### config.mk
export PLATFORM = sky130hd
export DESIGN_NAME = montgomery_sched
export DESIGN_NICKNAME = d
export VERILOG_FILES = /design/src/rtl/montgomery_sched.sv
export SDC_FILE = /design/constraint.sdc
export NUM_CORES = 1
export LEC_CHECK = 0
export ABC_AREA = 1
export CORE_AREA = 2 2 283 285
export CTS_CLUSTER_DIAMETER = 200
export DETAILED_ROUTE_END_ITERATION = 12
export DIE_AREA = 0 0 285 287
export PLACE_DENSITY = 0.44
export RECOVER_POWER = 25
export SETUP_SLACK_MARGIN = 0.3
export SLEW_MARGIN = 20
export SYNTH_ARGS = -nofsm -noshare
export SYNTH_HDL_FRONTEND = slang
export SYNTH_SLANG_ARGS = --single-unit
### constraint.sdc
create_clock -name clk_i -period 6.05 [get_ports clk_i]
set_input_delay 0.9075 -clock clk_i [delete_from_list [all_inputs] [get_ports clk_i]]
set_output_delay 0.9075 -clock clk_i [all_outputs]
set_load 0.02 [all_outputs]
### src/rtl/montgomery_sched.sv
// Round-robin front end for a shared, fixed-latency Montgomery reduction datapath.
// Owns the modulus configuration and tags every issued operation with its requester ID
// so results can be steered back once the datapath returns them.
module montgomery_sched #(
    parameter int unsigned NUM_REQ = 4,
    parameter int unsigned LAT     = 12,
    parameter int unsigned W       = 64,
    parameter int unsigned IDW     = $clog2(NUM_REQ)
) (
    input  logic                 clk_i,
    input  logic                 rst_ni,
    input  logic [NUM_REQ-1:0]   req_valid_i,
    input  logic [NUM_REQ*W-1:0] req_x_i,
    output logic [NUM_REQ-1:0]   req_ready_o,
    input  logic                 cfg_valid_i,
    input  logic [W-1:0]         cfg_m_i,
    input  logic [W-1:0]         cfg_minv_i,
    input  logic [6:0]           cfg_k_i,
    output logic                 cfg_ready_o,
    output logic                 red_start_o,
    output logic [W-1:0]         red_x_o,
    output logic [W-1:0]         red_m_o,
    output logic [W-1:0]         red_minv_o,
    output logic [6:0]           red_k_o,
    input  logic                 red_valid_i,
    input  logic [W-1:0]         red_result_i,
    output logic                 rsp_valid_o,
    output logic [IDW-1:0]       rsp_id_o,
    output logic [W-1:0]         rsp_data_o,
    output logic                 busy_o,
    output logic                 err_o
);
    localparam int unsigned CntW = $clog2(LAT + 2);

    typedef enum logic [1:0] {StUnconf, StRun, StDrain} state_e;

    state_e                    state_q, state_d;
    logic [IDW-1:0]            ptr_q, ptr_d;
    logic [CntW-1:0]           cnt_q, cnt_d;
    logic [IDW-1:0]            red_id_q;
    logic [LAT-1:0]            tag_v_q;
    logic [LAT-1:0][IDW-1:0]   tag_id_q;

    logic                      gnt_found;
    logic [IDW-1:0]            gnt_id;
    logic [W-1:0]              gnt_x;
    logic                      grant_en;
    logic                      accept;
    logic                      cfg_legal;
    logic                      cfg_load;
    logic                      cfg_bad;

    // Modulus must be odd for Montgomery reduction; k is limited to the datapath width.
    assign cfg_legal = cfg_m_i[0] && (cfg_k_i != 7'd0) && (32'(cfg_k_i) <= W);
    assign accept    = |(req_valid_i & req_ready_o);
    assign busy_o    = (cnt_q != '0);

    // Round-robin search: first valid requester at or after ptr_q.
    always_comb begin
        logic [IDW-1:0] idx;
        idx       = '0;
        gnt_found = 1'b0;
        gnt_id    = '0;
        for (int unsigned off = 0; off < NUM_REQ; off++) begin
            idx = IDW'((32'(ptr_q) + off) % NUM_REQ);
            if (!gnt_found && req_valid_i[idx]) begin
                gnt_found = 1'b1;
                gnt_id    = idx;
            end
        end
        gnt_x = '0;
        for (int unsigned i = 0; i < NUM_REQ; i++) begin
            if (IDW'(i) == gnt_id) gnt_x = req_x_i[i*W +: W];
        end
    end

    // Control FSM: config handshake, grant enable and next state.
    always_comb begin
        state_d     = state_q;
        cfg_ready_o = 1'b0;
        grant_en    = 1'b0;
        cfg_load    = 1'b0;
        cfg_bad     = 1'b0;
        case (state_q)
            StUnconf: begin
                cfg_ready_o = cfg_valid_i;
                if (cfg_valid_i) begin
                    if (cfg_legal) begin
                        cfg_load = 1'b1;
                        state_d  = StRun;
                    end else begin
                        cfg_bad = 1'b1;
                    end
                end
            end
            StRun: begin
                if (cfg_valid_i) state_d = StDrain;
                else             grant_en = 1'b1;
            end
            StDrain: begin
                if (!cfg_valid_i) begin
                    state_d = StRun;
                end else if (cnt_q == '0) begin
                    // Pipeline empty: safe to swap the modulus.
                    cfg_ready_o = 1'b1;
                    if (cfg_legal) begin
                        cfg_load = 1'b1;
                        state_d  = StRun;
                    end else begin
                        cfg_bad = 1'b1;
                        state_d = StUnconf;
                    end
                end
            end
            default: state_d = StUnconf;
        endcase
        req_ready_o = '0;
        if (grant_en && gnt_found) req_ready_o[gnt_id] = 1'b1;
    end

    // Pointer advance and in-flight bookkeeping.
    always_comb begin
        ptr_d = ptr_q;
        if (accept) ptr_d = (gnt_id == IDW'(NUM_REQ - 1)) ? '0 : gnt_id + 1'b1;
        cnt_d = cnt_q;
        if (accept && !red_valid_i)                      cnt_d = cnt_q + 1'b1;
        else if (!accept && red_valid_i && cnt_q != '0)  cnt_d = cnt_q - 1'b1;
    end

    // State, issue, config, tag pipeline and response registers.
    always_ff @(posedge clk_i or negedge rst_ni) begin
        if (!rst_ni) begin
            state_q     <= StUnconf;
            ptr_q       <= '0;
            cnt_q       <= '0;
            red_start_o <= 1'b0;
            red_x_o     <= '0;
            red_id_q    <= '0;
            red_m_o     <= '0;
            red_minv_o  <= '0;
            red_k_o     <= '0;
            tag_v_q     <= '0;
            tag_id_q    <= '0;
            rsp_valid_o <= 1'b0;
            rsp_id_o    <= '0;
            rsp_data_o  <= '0;
            err_o       <= 1'b0;
        end else begin
            state_q     <= state_d;
            ptr_q       <= ptr_d;
            cnt_q       <= cnt_d;
            red_start_o <= accept;
            if (accept) begin
                red_x_o  <= gnt_x;
                red_id_q <= gnt_id;
            end
            if (cfg_load) begin
                red_m_o    <= cfg_m_i;
                red_minv_o <= cfg_minv_i;
                red_k_o    <= cfg_k_i;
            end
            // Stage 0 captures the issue cycle so the head lines up with red_valid_i.
            tag_v_q  <= {tag_v_q[LAT-2:0], red_start_o};
            tag_id_q <= {tag_id_q[LAT-2:0], red_id_q};
            rsp_valid_o <= red_valid_i;
            if (red_valid_i) begin
                rsp_id_o   <= tag_id_q[LAT-1];
                rsp_data_o <= red_result_i;
            end
            if (cfg_bad || (red_valid_i != tag_v_q[LAT-1])) err_o <= 1'b1;
        end
    end

endmodule

==> results of run 1 <==
-- power by group through the flow --
stage | Combinational, W | Clock [W] | Sequential (W)
2_1_floorplan | 0.00356 | 0 | 0.00403
4_1_cts | 0.00761 | 0.00266 | 0.00330
5_1_grt | 0.00829 | 0.00274 | 0.00339
6_report | 0.00747 | 0.00254 | 0.00329
3_5_place_dp | 0.00759 | 0 | 0.00332
3_3_place_gp | 0.00753 | 0 | 0.00330
-- cell families after synthesis --
group	Yosys count	synth area share, %
compound gates	274	10.1
flops	314	56.6
xor+xnor	1	0.0631
buf+inv	149	4.74
simple gates	940	27.8
fa+ha+maj	7	0.685
-- final timing paths --
check	to	startpoint
min	tag_v_q[6]$_DFF_PN0_	tag_v_q[5]$_DFF_PN0_
max in group asynchronous	red_minv_o[30]$_DFFE_PN0P_	rst_ni
min reg2reg	tag_v_q[6]$_DFF_PN0_	tag_v_q[5]$_DFF_PN0_
max reg2reg	cnt_q[3]$_DFFE_PN0P_	ptr_q[0]$_DFFE_PN0P_
max	req_ready_o[0]	req_valid_i[2]
min in group asynchronous	red_m_o[28]$_DFFE_PN0P_	rst_ni
-- cell usage in the layout, fill, tap and decap left out, types with 2 or more instances in the layout --
master	synthesis	final
dfrtp_1	314	314
ha_1	6	3
nor2_4	2	2
o21ai_1	35	35
o21ai_0	164	164
inv_2	4	5
a31oi_1	2	2
nand4_1	5	5
clkinv_2	0	6
nand2_4	1	2
nand2_1	708	707
a21oi_1	65	65
clkdlybuf4s50_1	0	733
buf_4	0	15
nand3_2	2	2
nand3_1	207	207
inv_1	24	21
clkbuf_1	74	13
o211ai_1	2	2
or2_2	2	2
clkinvlp_4	0	2
clkbuf_8	0	9
o21ai_2	3	3
buf_12	0	4
nor2_1	6	6
clkbuf_16	0	42
diode_2	0	3
o21a_1	2	2
bufinv_16	0	3
ha_2	0	3
nand2_2	3	3
-- metrics by stage --
step / total power (W) / cells / hold slack [ns]
after floorplan: 0.00760 / 1685 / 0.331
after global placement: 0.0108 / 3370 / 0.332
after detailed placement: 0.0109 / 3370 / 0.335
after CTS: 0.0136 / 3445 / 0.233
after global routing: 0.0144 / 3447 / 0.333
final: 0.0133 / 3448 / 0.335
-- layout make-up --
type                            count  area share [%]
Tap cell                         1050            5.56
Clock buffer                       62            5.15
Sequential cell                   314            33.2
Multi-Input combinational cell   1222            22.8
Inverter                           28           0.461
Timing Repair Buffer              756            32.0
Clock inverter                     13           0.783
Antenna cell                        3          0.0318
-- flip-flops by register name (all words and copies together), names as in the netlist --
register and count:
red_x_o 64, red_start_o 1, rsp_id_o 2, err_o 1, red_k_o 7, rsp_data_o 64
cnt_q 4, ptr_q 2, red_m_o 64, tag_v_q 12, state_q 2, tag_id_q 24
red_id_q 2, rsp_valid_o 1, red_minv_o 64
-- layer usage --
metal  track usage [%]  wire, um  vias to the layer above
li1                  -         -                     6851
met1              17.8     25500                     6873
met2              29.1     35300                      531
met3              5.38      5680                       88
met4              4.38      1680                        4
met5                 0        23                        -
==> flow_summary_export.csv, run 1 <==
group,metric,value,unit
logic_synthesis,synthFlopType,"dfrtp_1",
drt,viasPerCell,4.16,
layout,final_cell_area,23600,um^2
cts,post_cts_buffers,0,
logic_synthesis,synthCells,1685,
power,power.share.sequential,24.7,%
cts,ctsHoldBuffers,0,
setup_path,path_buf_inv,4,
cts,clk_pin_slew,0.05,ns
timing,setup_ws,1.18,ns
layout,fin_nets,2834,
timing,max_slew_margin,-141,%
outcome,status,"complete, but fails checks",
logic_synthesis,synth_common_cells,"nand2_1, dfrtp_1, nand3_1",
setup_path,worst_path_max_delay_cell,"clkdlybuf4s50_1",
global_route,antenna_found_initial,11,
timing,drv_slew,129,
die,coreArea,78600,um^2
global_route,grt_pass1_wl,99300,um
min_path,hold_class,"reg2reg",
logic_synthesis,async_flop_share,100,%
cts,cts_buffers,42,
setup_path,r2r_slack,2.00,ns
cts,htree_levels,2,
drt,postRouteAntennaNets,0,
layout,fillers,8305,
die,start_util,17.7,%
logic_synthesis,syn_nets,2155,
timing,rsz0062_at_grt,"false",
cts,cts.sinks,314,
placed_design,gp_congestion,0.907,
drt,vias,14300,
power,p_per_area,563,nW/um^2
setup_path,cp.required,5.14,ns
drt,drc,0,
power,p_int,0.00714,W
setup_path,cp_max_fo,31,
die,die_y,287,um
outcome,violations,"max-capacitance violations, max-slew violations",
layout,drive_gt1_share,4.59,%
logic_synthesis,synth-edff-count,0,
layout,multi_input_area,5390,um^2
power,switching_share,46.3,%
global_route,track_usage,16.0,%
logic_synthesis,synth_area_per_cell,8.24,um^2
die,die-area,81800,um^2
logic_synthesis,yosys.area.top_type,"dfrtp_1",
timing,final-setup-viol-count,0,
setup_path,crit_chain,"clkdlybuf4s50_1 -> nand2_1 -> nand2_1 -> nand2_1 -> and2_1 -> nand3b_1 -> o21ai_0 -> ha_2 -> buf_4 -> inv_1 -> nor2_1 -> clkdlybuf4s50_1",
flow_run,maxCapViolations,2,
layout,utilization,30.1,%
timing,hold_viol_final,0,
global_route,grt_max_degree,145,
min_path,worst_hold_path.num_cells,0,
timing,finalClockSkew,0.0161,ns
power,clkPwrFrac,19.1,%
cts,root_buffer,"clkbuf_16",
placed_design,portBuffers,736,
die,ios,737,
logic_synthesis,synth_most_common_cell,"nand2_1",
cts,cts_resized,0,
global_route,grt_overflow,0,
cts,clk_latency,0.57,ns
placed_design,dp_worst_setup_slack,1.23,ns
cts,cts_tree,"done",
setup_path,rr_worst_depth,23,
logic_synthesis,ys_seq_elements,314,
power,p_sw,0.00617,W
drt,drt-wirelength-per-cell,19.8,um
logic_synthesis,ys_types,33,
global_route,grt_pass1_vias,14800,
setup_path,crit_cells,12,
timing,fmax,205,MHz
setup_path,cp-end-kind,"primary output",
setup_path,critPathKind,"in2out",
setup_path,cp-start-kind,"input port",
timing,worst-slew-pin-transition,3.61,ns
power,ir_worst_vdd,1.54,mV
power,p_leak,10.8,nW
drt,first_pass_iters,5,
setup_path,arrival,3.96,ns
die,num_rows,103,
drt,first_iter_violations,619,
timing,finalCriticalPeriod,4.87,ns
layout,ff_latch_area,7860,um^2
layout,syn2layout_area_growth,70.2,%
placed_design,placed_cell_area,22200,um^2
die,die_width,285,um
setup_path,critPathMostFrequentCell,"nand2_1",
setup_path,slowest_delay,0.63,ns
logic_synthesis,synth_area_leaders,"dfrtp_1, nand2_1, nand3_1",
cts,cts_buffer_depth,3,
logic_synthesis,yosysSeqAreaShare,56.6,%
logic_synthesis,yosys_warnings,0,
timing,final.setup.tns,0,ns
setup_path,critical_path.top_delay_family,"buffers and inverters",
placed_design,post-dp-hpwl,50900,um
logic_synthesis,synth_top_area_share,56.6,%
logic_synthesis,syn-cell-area,13900,um^2
timing,timing.final.crit_share,80.5,%
power,power_frac_comb,56.2,%
drt,wirelength,68100,um
No activity file was read; power rests on OpenSTA's default activity.
==> run 2, diff against run 1 <==
--- a/config.mk
+++ b/config.mk
@@ -6,11 +6,11 @@
 export NUM_CORES = 1
 export LEC_CHECK = 0
 export ABC_AREA = 1
-export CORE_AREA = 2 2 283 285
+export CORE_AREA = 2 2 284 286
 export CTS_CLUSTER_DIAMETER = 200
 export DETAILED_ROUTE_END_ITERATION = 12
-export DIE_AREA = 0 0 285 287
-export PLACE_DENSITY = 0.44
+export DIE_AREA = 0 0 286 288
+export PLACE_DENSITY = 0.46
 export RECOVER_POWER = 25
 export SETUP_SLACK_MARGIN = 0.3
 export SLEW_MARGIN = 20
==> constraint.sdc (replaced) <==
create_clock -name clk_i -period 3.99 [get_ports clk_i]
set_input_delay 0.5985 -clock clk_i [delete_from_list [all_inputs] [get_ports clk_i]]
set_output_delay 0.5985 -clock clk_i [all_outputs]
set_load 0.02 [all_outputs]
==> run 2 against run 1 <==
Net effect:
- routed wire length down 3.1%
- clock skew decreased by 0.0044 ns
- critical endpoint is now req_ready_o[2]
- first-iteration DRC count increased by 25%
- the run still ends with max-capacitance violations, max-slew violations left
- highest routed layer unchanged
==> flow_summary_export.csv, run 2 (synthesis results as in run 1) <==
group,metric,value,unit
global_route,grt_pass1_wl,96300,um
placed_design,placed_cell_area,22500,um^2
timing,worst-slew-pin-transition,3.08,ns
drt,drt-wirelength-per-cell,18.9,um
setup_path,cp-start-kind,"flop",
cts,cts.sinks,314,
timing,max_slew_margin,-105,%
timing,hold_viol_final,0,
cts,htree_levels,2,
timing,timing.final.crit_share,87.7,%
placed_design,dp_worst_setup_slack,-0.139,ns
die,num_rows,104,
global_route,antenna_found_initial,21,
timing,drv_slew,150,
cts,cts_tree,"done",
power,p_per_area,862,nW/um^2
drt,drc,0,
die,coreArea,79600,um^2
layout,most-common-layout-cells,"clkdlybuf4s50_1, nand2_1, dfrtp_1, nand3_1, o21ai_0",
cts,cts_buffer_depth,3,
cts,ctsHoldBuffers,0,
global_route,track_usage,15.3,%
drt,wirelength,66000,um
timing,finalClockSkew,0.0117,ns
layout,syn2layout_area_growth,72.2,%
cts,clk_latency,0.56,ns
die,start_util,17.4,%
timing,fmax,286,MHz
outcome,status,"complete, but fails checks",
setup_path,crit_chain,"clkbuf_4 -> o21ai_0 -> o21ai_1 -> inv_1 -> a31oi_2 -> or2_2 -> nand3_1 -> ha_2 -> inv_2 -> nor2_1 -> dlygate4sd2_1",
cts,root_buffer,"clkbuf_16",
timing,finalCriticalPeriod,3.50,ns
timing,hold_ws,0.345,ns
drt,viasPerCell,4.16,
cts,clk_pin_slew,0.05,ns
die,die_width,286,um
setup_path,arrival,2.90,ns
power,p_total,0.0206,W
setup_path,slowest_delay,0.45,ns
timing,rsz0062_at_grt,"true",
min_path,hold_class,"reg2reg",
drt,first_iter_violations,776,
outcome,violations,"max-capacitance violations, max-slew violations",
die,die-area,82400,um^2
placed_design,post-dp-hpwl,50400,um
drt,postRouteAntennaNets,0,
drt,vias,14500,
global_route,grt_max_degree,129,
layout,final_common_cell,"clkdlybuf4s50_1",
setup_path,cp_max_fo,6,
die,ios,737,
timing,final-setup-viol-count,0,
setup_path,cp.required,3.39,ns
power,p_leak,10.9,nW
layout,drive_gt1_share,6.03,%
drt,first_pass_iters,6,
die,die_y,288,um
layout,fin_nets,2863,
cts,cts_buffers,43,
flow_run,maxCapViolations,2,
power,ir_worst_vdd,0.728,mV
placed_design,portBuffers,736,
global_route,grt_overflow,0,
timing,setup_ws,0.492,ns
layout,final_cell_area,23900,um^2
setup_path,critPathKind,"reg2out",
setup_path,cp-end-kind,"primary output",
placed_design,gp_congestion,0.872,
setup_path,worst_path_max_delay_cell,"dfrtp_2",
global_route,grt_pass1_vias,14900,
timing,final.setup.tns,0,ns
-- run 2: changes by cell type in the layout (fill, tap and decap cells not counted), moves of 3 or more --
| cell | before | now |
|---|---|---|
| clkdlybuf4s50_1 | 733 | 730 |
| buf_12 | 4 | 8 |
| buf_4 | 15 | 34 |
| clkbuf_4 | 0 | 3 |
| clkbuf_2 | 0 | 3 |
| clkbuf_16 | 42 | 45 |
| diode_2 | 3 | 13 |
-- run 2: worst max-delay path: cells and delay by family, from the launching register on --
family	cells	cell delay, ns
AOI/OAI and AO/OA	3	0.41
adders and majority gates	1	0.26
buffers and inverters	4	0.71
DFF	1	0.45
and+or+nand+nor	3	0.52
-- run 2: repair_timing --
action | CTS | global route
buffers inserted | 0 | 2
gates resized for setup | 8 | 9
setup endpoints to repair | 4 | 6
-- run 2: final timing paths --
path / slack, ns / cells past startpoint / end / from
max in group asynchronous: 0.84 / 2 / red_x_o[33]$_DFFE_PN0P_ / rst_ni
hold reg to reg: 0.35 / 0 / tag_id_q[15]$_DFF_PN0_ / tag_id_q[13]$_DFF_PN0_
setup reg to reg: 0.50 / 24 / cnt_q[3]$_DFFE_PN0P_ / ptr_q[0]$_DFFE_PN0P_
min in group asynchronous: 0.61 / 1 / red_k_o[6]$_DFFE_PN0P_ / rst_ni
setup / recovery: 0.49 / 11 / req_ready_o[2] / ptr_q[0]$_DFFE_PN0P_
hold / removal: 0.35 / 0 / tag_id_q[15]$_DFF_PN0_ / tag_id_q[13]$_DFF_PN0_
-- run 2: final cells by class --
cell class / instances / area (um^2)
Multi-Input combinational cell: 1222 / 5410
Timing Repair Buffer: 784 / 7790
Tap cell: 1060 / 1330
Fill cell: 8445 / 55700
Clock inverter: 10 / 92.6
Inverter: 28 / 109
Antenna cell: 13 / 32.5
Sequential cell: 314 / 7860
Clock buffer: 64 / 1300
-- run 2: layer usage --
| layer | GRT usage (%) | routed length, um | vias up |
|---|---|---|---|
| met1 | 17.0 | 24600 | 6876 |
| met5 | 0 | 57 | - |
| li1 | - | - | 6922 |
| met3 | 5.48 | 6130 | 133 |
| met2 | 26.4 | 32900 | 607 |
| met4 | 6.60 | 2380 | 8 |
-- run 2: through the flow --
stage                     util, %  cells
final                        30.0   3495
after global routing         30.0   3490
after CTS                    30.0   3480
after floorplan                 -   1685
after global placement       28.3   3406
after detailed placement     28.3   3406
-- run 2: where the power goes --
group	internal (W)	leakage (nW)	switching, W
combinational	0.00458	6.29	0.00724
sequential	0.00434	3.94	0.000651
clock	0.00230	0.689	0.00151
